## config.mk

```make
export PLATFORM = sky130hd
export DESIGN_NAME = mem_arbiter
export DESIGN_NICKNAME = d
export VERILOG_FILES = /design/src/rtl/mem_arbiter.sv
export SDC_FILE = /design/constraint.sdc
export NUM_CORES = 1
export LEC_CHECK = 0
export ABC_CLOCK_PERIOD_IN_PS = 1400
export BUFFER_PORTS_ARGS = -buffer_cell sky130_fd_sc_hd__buf_2
export CAP_MARGIN = 25
export CORE_MARGIN = 4
export CORE_UTILIZATION = 43
export CTS_CLUSTER_DIAMETER = 200
export CTS_CLUSTER_SIZE = 40
export DETAILED_ROUTE_END_ITERATION = 8
export MAX_ROUTING_LAYER = met4
export PLACE_DENSITY = 0.77
export SKIP_LAST_GASP = 1
export SLEW_MARGIN = 20
export SYNTH_ARGS = -nofsm -noshare
export SYNTH_HDL_FRONTEND = slang
export SYNTH_SLANG_ARGS = --single-unit
```

## constraint.sdc

```tcl
create_clock -name clk -period 1.4 [get_ports clk]
set_input_delay 0.07 -clock clk [delete_from_list [all_inputs] [get_ports clk]]
set_output_delay 0.07 -clock clk [all_outputs]
set_load 0.1 [all_outputs]
```

## src/rtl/mem_arbiter.sv

```systemverilog
// mem_arbiter: shares one single-ported memory between instruction fetch and
// load/store. One transaction is outstanding at a time. The response is routed
// back to the requester that owns the transaction.
//
// Build option: MEMARB_RR_EN. When it is defined, ties are broken round-robin.
// When it is undefined (default), data has fixed priority and a starvation
// guard protects fetch.
//
// Ports:
//   clk, rstn            clock, synchronous active-low reset
//   i_req/i_addr         fetch request (held until i_gnt)
//   i_gnt/i_rvalid       fetch accept pulse / fetch data valid pulse
//   i_rdata              fetched word
//   d_req/d_we/d_wstrb   data request, store flag, byte enables
//   d_addr/d_wdata       data address / store data
//   d_gnt/d_rvalid       data accept pulse / load data valid or store done pulse
//   d_rdata              load data
//   m_req..m_wdata       memory request channel (accepted on m_req && m_ready)
//   m_ready              memory accepts the request
//   m_rvalid/m_rdata     memory response / read data
//   busy                 arbiter not idle
module mem_arbiter #(
   parameter int unsigned STARVE_MAX = 4
) (
   input  logic        clk,
   input  logic        rstn,

   input  logic        i_req,
   input  logic [31:0] i_addr,
   output logic        i_gnt,
   output logic        i_rvalid,
   output logic [31:0] i_rdata,

   input  logic        d_req,
   input  logic        d_we,
   input  logic [3:0]  d_wstrb,
   input  logic [31:0] d_addr,
   input  logic [31:0] d_wdata,
   output logic        d_gnt,
   output logic        d_rvalid,
   output logic [31:0] d_rdata,

   output logic        m_req,
   output logic        m_we,
   output logic [3:0]  m_wstrb,
   output logic [31:0] m_addr,
   output logic [31:0] m_wdata,
   input  logic        m_ready,
   input  logic        m_rvalid,
   input  logic [31:0] m_rdata,

   output logic        busy
);

   localparam int unsigned AW = 32;
   localparam int unsigned DW = 32;
   localparam int unsigned SW = 4;
   localparam logic        OWN_FETCH = 1'b0;
   localparam logic        OWN_DATA  = 1'b1;

   typedef enum logic [1:0] {
      S_IDLE  = 2'd0,
      S_ISSUE = 2'd1,
      S_WAIT  = 2'd2
   } state_t;

   state_t          state_q;
   state_t          state_d;

   logic            owner_q;
   logic [AW-1:0]   addr_q;
   logic            we_q;
   logic [SW-1:0]   wstrb_q;
   logic [DW-1:0]   wdata_q;

   logic            pick_valid;
   logic            pick_fetch;
   logic            accept;

`ifdef MEMARB_RR_EN
   logic            last_owner_q;
`else
   localparam int unsigned CW = 4;
   logic [CW-1:0]   starve_cnt_q;
`endif

   // Arbitration: decide who would be selected if the FSM is idle.
   always_comb begin
      pick_valid = i_req | d_req;
      pick_fetch = 1'b0;
      if (i_req && !d_req) begin
         pick_fetch = 1'b1;
      end else if (i_req && d_req) begin
`ifdef MEMARB_RR_EN
         pick_fetch = (last_owner_q == OWN_DATA);
`else
         pick_fetch = (starve_cnt_q == CW'(STARVE_MAX));
`endif
      end
   end

   // State register.
   always_ff @(posedge clk) begin
      if (!rstn) begin
         state_q <= S_IDLE;
      end else begin
         state_q <= state_d;
      end
   end

   // Next-state logic.
   always_comb begin
      state_d = state_q;
      case (state_q)
         S_IDLE:  if (pick_valid) state_d = S_ISSUE;
         S_ISSUE: if (m_ready)    state_d = S_WAIT;
         S_WAIT:  if (m_rvalid)   state_d = S_IDLE;
         default: state_d = S_IDLE;
      endcase
   end

   // Outputs. Grants are combinational from m_ready so the requester sees the
   // accept in the same cycle. Everything is gated by rstn so that nothing
   // pulses while reset is being applied.
   always_comb begin
      m_req   = rstn && (state_q == S_ISSUE);
      accept  = m_req && m_ready;
      i_gnt   = accept && (owner_q == OWN_FETCH);
      d_gnt   = accept && (owner_q == OWN_DATA);
      busy    = rstn && (state_q != S_IDLE);
      m_we    = we_q;
      m_wstrb = wstrb_q;
      m_addr  = addr_q;
      m_wdata = wdata_q;
   end

   // Request latch: m_* come only from here, so they stay stable during stalls.
   always_ff @(posedge clk) begin
      if (!rstn) begin
         owner_q <= OWN_FETCH;
         addr_q  <= '0;
         we_q    <= 1'b0;
         wstrb_q <= '0;
         wdata_q <= '0;
      end else if (state_q == S_IDLE && pick_valid) begin
         if (pick_fetch) begin
            owner_q <= OWN_FETCH;
            addr_q  <= i_addr;
            we_q    <= 1'b0;
            wstrb_q <= '0;
            wdata_q <= '0;
         end else begin
            owner_q <= OWN_DATA;
            addr_q  <= d_addr;
            we_q    <= d_we;
            wstrb_q <= d_wstrb;
            wdata_q <= d_wdata;
         end
      end
   end

   // Response routing: register read data and pulse the owner's rvalid.
   always_ff @(posedge clk) begin
      if (!rstn) begin
         i_rvalid <= 1'b0;
         d_rvalid <= 1'b0;
         i_rdata  <= '0;
         d_rdata  <= '0;
      end else begin
         i_rvalid <= 1'b0;
         d_rvalid <= 1'b0;
         if (state_q == S_WAIT && m_rvalid) begin
            if (owner_q == OWN_FETCH) begin
               i_rvalid <= 1'b1;
               i_rdata  <= m_rdata;
            end else begin
               d_rvalid <= 1'b1;
               // A store ack carries no data, so d_rdata keeps its last load value.
               if (!we_q) d_rdata <= m_rdata;
            end
         end
      end
   end

`ifdef MEMARB_RR_EN
   // Last granted requester; the other one wins the next tie.
   always_ff @(posedge clk) begin
      if (!rstn) begin
         last_owner_q <= OWN_FETCH;
      end else if (i_gnt) begin
         last_owner_q <= OWN_FETCH;
      end else if (d_gnt) begin
         last_owner_q <= OWN_DATA;
      end
   end
`else
   // Starvation guard: count data grants that bypass a waiting fetch.
   always_ff @(posedge clk) begin
      if (!rstn) begin
         starve_cnt_q <= '0;
      end else if (i_gnt) begin
         starve_cnt_q <= '0;
      end else if (d_gnt && i_req && (starve_cnt_q < CW'(STARVE_MAX))) begin
         starve_cnt_q <= starve_cnt_q + CW'(1);
      end
   end
`endif

endmodule
```

==> Implementation_results.wiki <==
{| class="wikitable"
! Metric !! Value
|-
| Arrival time of data at the critical path endpoint || 1.95 ns
|-
| TritonCTS Sinks || 142
|-
| Worst clock skew || between 0.009 and 0.01 ns
|-
| Top cell types by occurrence after synthesis || dfxtp_1, nand2_1, a21oi_1
|-
| Largest voltage drop on the vdd net || approximately 800 µV
|-
| Maximum single-stage delay on the critical path || between 0.3 and 0.4 ns
|-
| Sequential cell area fraction in the yosys report || 0.465
|-
| Via count of the routed design || 7280
|-
| Layout Cells excl Fill || 1252
|-
| Cell area after synthesis || 6110 µm²
|-
| Post-route DRC violation count || 0
|-
| Number of enable flip-flop cells after synthesis || 0
|-
| Placer's final routability congestion estimate || 0.859
|-
| Count of max-cap constraint violations || 0
|-
| Initial drt markers || a little over 500
|-
| Floorplan die height || approximately 130 µm
|-
| Number of vias per cell after detailed routing || a little under 6
|-
| Library cell contributing the largest single delay on the critical path || a2111oi_2
|-
| Area leader, netlist || dfxtp_1
|-
| Clock Tree Buf Depth || 2
|-
| Outcome || finished with violations
|-
| Total power per unit cell area || 1190 nW/µm²
|-
| Final ANT Viol Nets || 0
|-
| Fraction of layout instances using a drive strength above 1 || 0.452
|-
| Diodes inserted || 0
|-
| Net total in the final layout || 1200
|-
| Proportion of synthesized area in mux cells || 0.0559
|-
| Library cell with the highest instance count after synthesis || dfxtp_1
|-
| WS Path Type || reg -> reg
|-
| Number of warnings printed during yosys synthesis || 0
|-
| Largest driver fanout on the critical path || 7
|-
| Post-synthesis compound-gate area fraction || 0.172
|-
| Number of cells produced by synthesis || around 700
|-
| Layout fillers || 892
|-
| Overflow after GRT || 0
|-
| Clock-pin slew on the worst setup and hold paths || ~0.060 ns
|-
| Most frequently used flop master after synthesis || dfxtp_1
|-
| Failing checks || negative hold slack, negative setup slack
|-
| Worst hold path type || in -> reg
|-
| WP data required || 1.68 ns
|-
| Post-layout power || roughly 0.012 W
|-
| Maximum clock rate || 601 MHz
|-
| Worst rel slew slack || 0.538
|-
| Floorplan core area || 13900 µm²
|-
| Yosys top cell area share || 0.465
|-
| Leakage dissipation || 4.55 nW
|-
| Placed instance count || around 1100
|-
| Total wire length || between 20 and 25 mm
|-
| CTS H-Tree Depth || 4
|-
| Slew at the pin closest to its max-slew limit || approximately 0.69 ns
|-
| Distinct cells, synth || 36
|-
| Number of top-level pins || ~280
|-
| Setup Viol. Count Final || 93
|-
| Number of nets in the synthesized netlist || 839
|-
| Global-route wire length before repair || 35.2 mm
|-
| Starting density of the core || 0.440
|-
| Crit start category || flip-flop
|-
| Worst slack on hold paths || -0.0140 ns
|-
| WL/cell || around 20 µm
|-
| PortBufs || 277
|-
| Crit path time final || roughly 1.7 ns
|-
| RSZ-0062 raised after global routing || yes
|-
| Pin count of the biggest net entering global routing || 67
|-
| Largest family of logic cells by synthesized area || simple AND/OR/NAND/NOR gates
|-
| Die ar. || 16200 µm²
|-
| Kind of end point of the critical path || flip-flop
|-
| Dominant cells by area after synthesis || dfxtp_1, a21oi_1, nand2_1, mux2i_1, and4b_1
|-
| Root buffer cell || clkbuf_16
|-
| Synth Area in Adders || 0.00410
|-
| Syn avg cell area || 8.75 µm²
|-
| Ys async rst share || 0
|-
| Number of failing hold endpoints at the final stage || 1
|-
| Clock tree from TritonCTS || built
|-
| Xor and xnor fraction of the mapped netlist area || 0
|-
| Period utilization || 1.19
|-
| Post-detailed-placement half-perimeter wirelength || 13.7 mm
|-
| Post-Layout Inst Area || 10500 µm²
|-
| All-layer global routing usage || 0.277
|-
| Area fraction in and, or, nand and nor cells after synthesis || 0.232
|-
| FF+latch count, synth || 142
|-
| Num CTS Buffers || 17
|-
| Site Rows || 43
|-
| Slew Viols, Final || 0
|-
| Area after detailed placement || 8250 µm²
|-
| Synth-to-layout area growth || 72.5%
|-
| Detailed Routing Iterations Pass 1 || 5
|-
| Via count of the first global-routing pass || 6883
|-
| Slack of the critical path || -0.263 ns
|-
| Number of antenna violations at the first check in global routing || 0
|-
| Cells traversed along the worst timing path || inv_2 -> ha_4 -> nand4b_1 -> buf_6 -> clkbuf_16 -> a2111oi_2 -> nor4_1
|-
| Skew-Pair Late Insertion Delay || 0.42 ns
|-
| Width of the chip || 127 µm
|}
==> per-layer routing <==
layer  part of all wire  vias to the layer above  track usage  wire (µm)
met1               0.38                     3450        0.325       9340
met5                  0                        -            -          0
met4              0.041                        0        0.132       1030
li1                   -                     3291            -          -
met2               0.51                      451        0.462      12600
met3              0.076                       88       0.0468       1890
==> power by group <==
| group | switching (W) | internal [W] | total (W) |
|---|---|---|---|
| clock network | 0.00179 | 0.00273 | 0.00452 |
| registers | 0.000122 | 0.00425 | 0.00437 |
| logic | 0.00252 | 0.00108 | 0.00360 |
| total | 0.00443 | 0.00806 | 0.0125 |
==> registers in the layout (all words and copies together), names as in the netlist <==
register      count
starve_cnt_q      4
m_addr           32
owner_q           1
d_rdata          32
d_rvalid          1
i_rdata          32
m_wstrb           4
state_q           2
m_wdata          32
i_rvalid          1
m_we              1
==> logic make-up after synthesis <==
| kind of cell | count (synthesis) |
|---|---|
| AOI/OAI and AO/OA | 175 |
| adders and majority gates | 2 |
| buffers and inverters | 87 |
| DFF | 142 |
| muxes | 34 |
| and+or+nand+nor | 258 |
==> through the flow <==
step | setup TNS, ns | utilization | worst slack, ns
after floorplan | -1.40 | - | -0.127
after global placement | -3.11 | 0.595 | -0.0870
after detailed placement | -5.70 | 0.595 | -0.171
after CTS | -5.41 | 0.716 | -0.129
after global routing | -20.50 | 0.759 | -0.352
final | -11.11 | 0.759 | -0.263
==> area by class of cell <==
class	count	area (µm²)	share of cell area
tap	180	225	0.0214
clock inverter	12	135	0.0128
clock buffer	20	457	0.0433
multi-input combinational	469	3570	0.339
sequential	142	2850	0.270
timing repair buffer	425	3290	0.312
inverter	4	16.3	0.00154
==> cell usage in the layout (no fill, tap or decap), types with 3 or more instances in the layout <==
master	count
a2111oi_2	9
a2111oi_4	23
a21oi_1	78
a21oi_2	26
and4b_1	32
buf_12	21
buf_16	3
buf_2	273
buf_4	26
buf_6	13
buf_8	5
clkbuf_16	25
clkinv_2	4
clkinv_4	4
dfxtp_1	137
dfxtp_2	5
dlygate4sd3_1	73
mux2i_1	33
nand2_1	111
nand2_2	6
nand2_4	13
nand3_1	3
nand4_1	38
nor2_1	3
nor2_4	4
nor4_1	29
nor4_2	3
o21ai_0	38
==> worst paths after layout <==
kind | cells after the start | slack, ns | endpoint | startpoint
worst min register to register | 2 | 0.45 | i_rdata[4]$_SDFFE_PN0P_ | i_rdata[4]$_SDFFE_PN0P_
worst min-delay path | 3 | -0.01 | m_addr[26]$_SDFFE_PN0P_ | i_addr[26]
worst max register to register | 7 | -0.26 | m_addr[8]$_SDFFE_PN0P_ | starve_cnt_q[0]$_SDFFE_PP0P_
worst max-delay path | 7 | -0.26 | m_addr[8]$_SDFFE_PN0P_ | starve_cnt_q[0]$_SDFFE_PP0P_
==> critical path, delay by kind of cell, from the launching register on <==
kind / cells / cell delay [ns]
AO/OA/AOI/OAI: 1 / 0.36
adder cells (fa/ha/maj): 1 / 0.12
buffers and inverters: 3 / 0.47
flip-flops: 1 / 0.33
AND/OR/NAND/NOR: 2 / 0.26
==> timing repair <==
action / in CTS / in global routing
gates resized for setup: 35 / 86
buffers inserted: 7 / 7
hold buffers: 72 / 1
endpoints found under the setup margin: 69 / 139
gates cloned: 4 / 12
hold endpoints to repair: 104 / 1
pin swaps: 14 / 45
No activity file was read; power rests on OpenSTA's default activity.
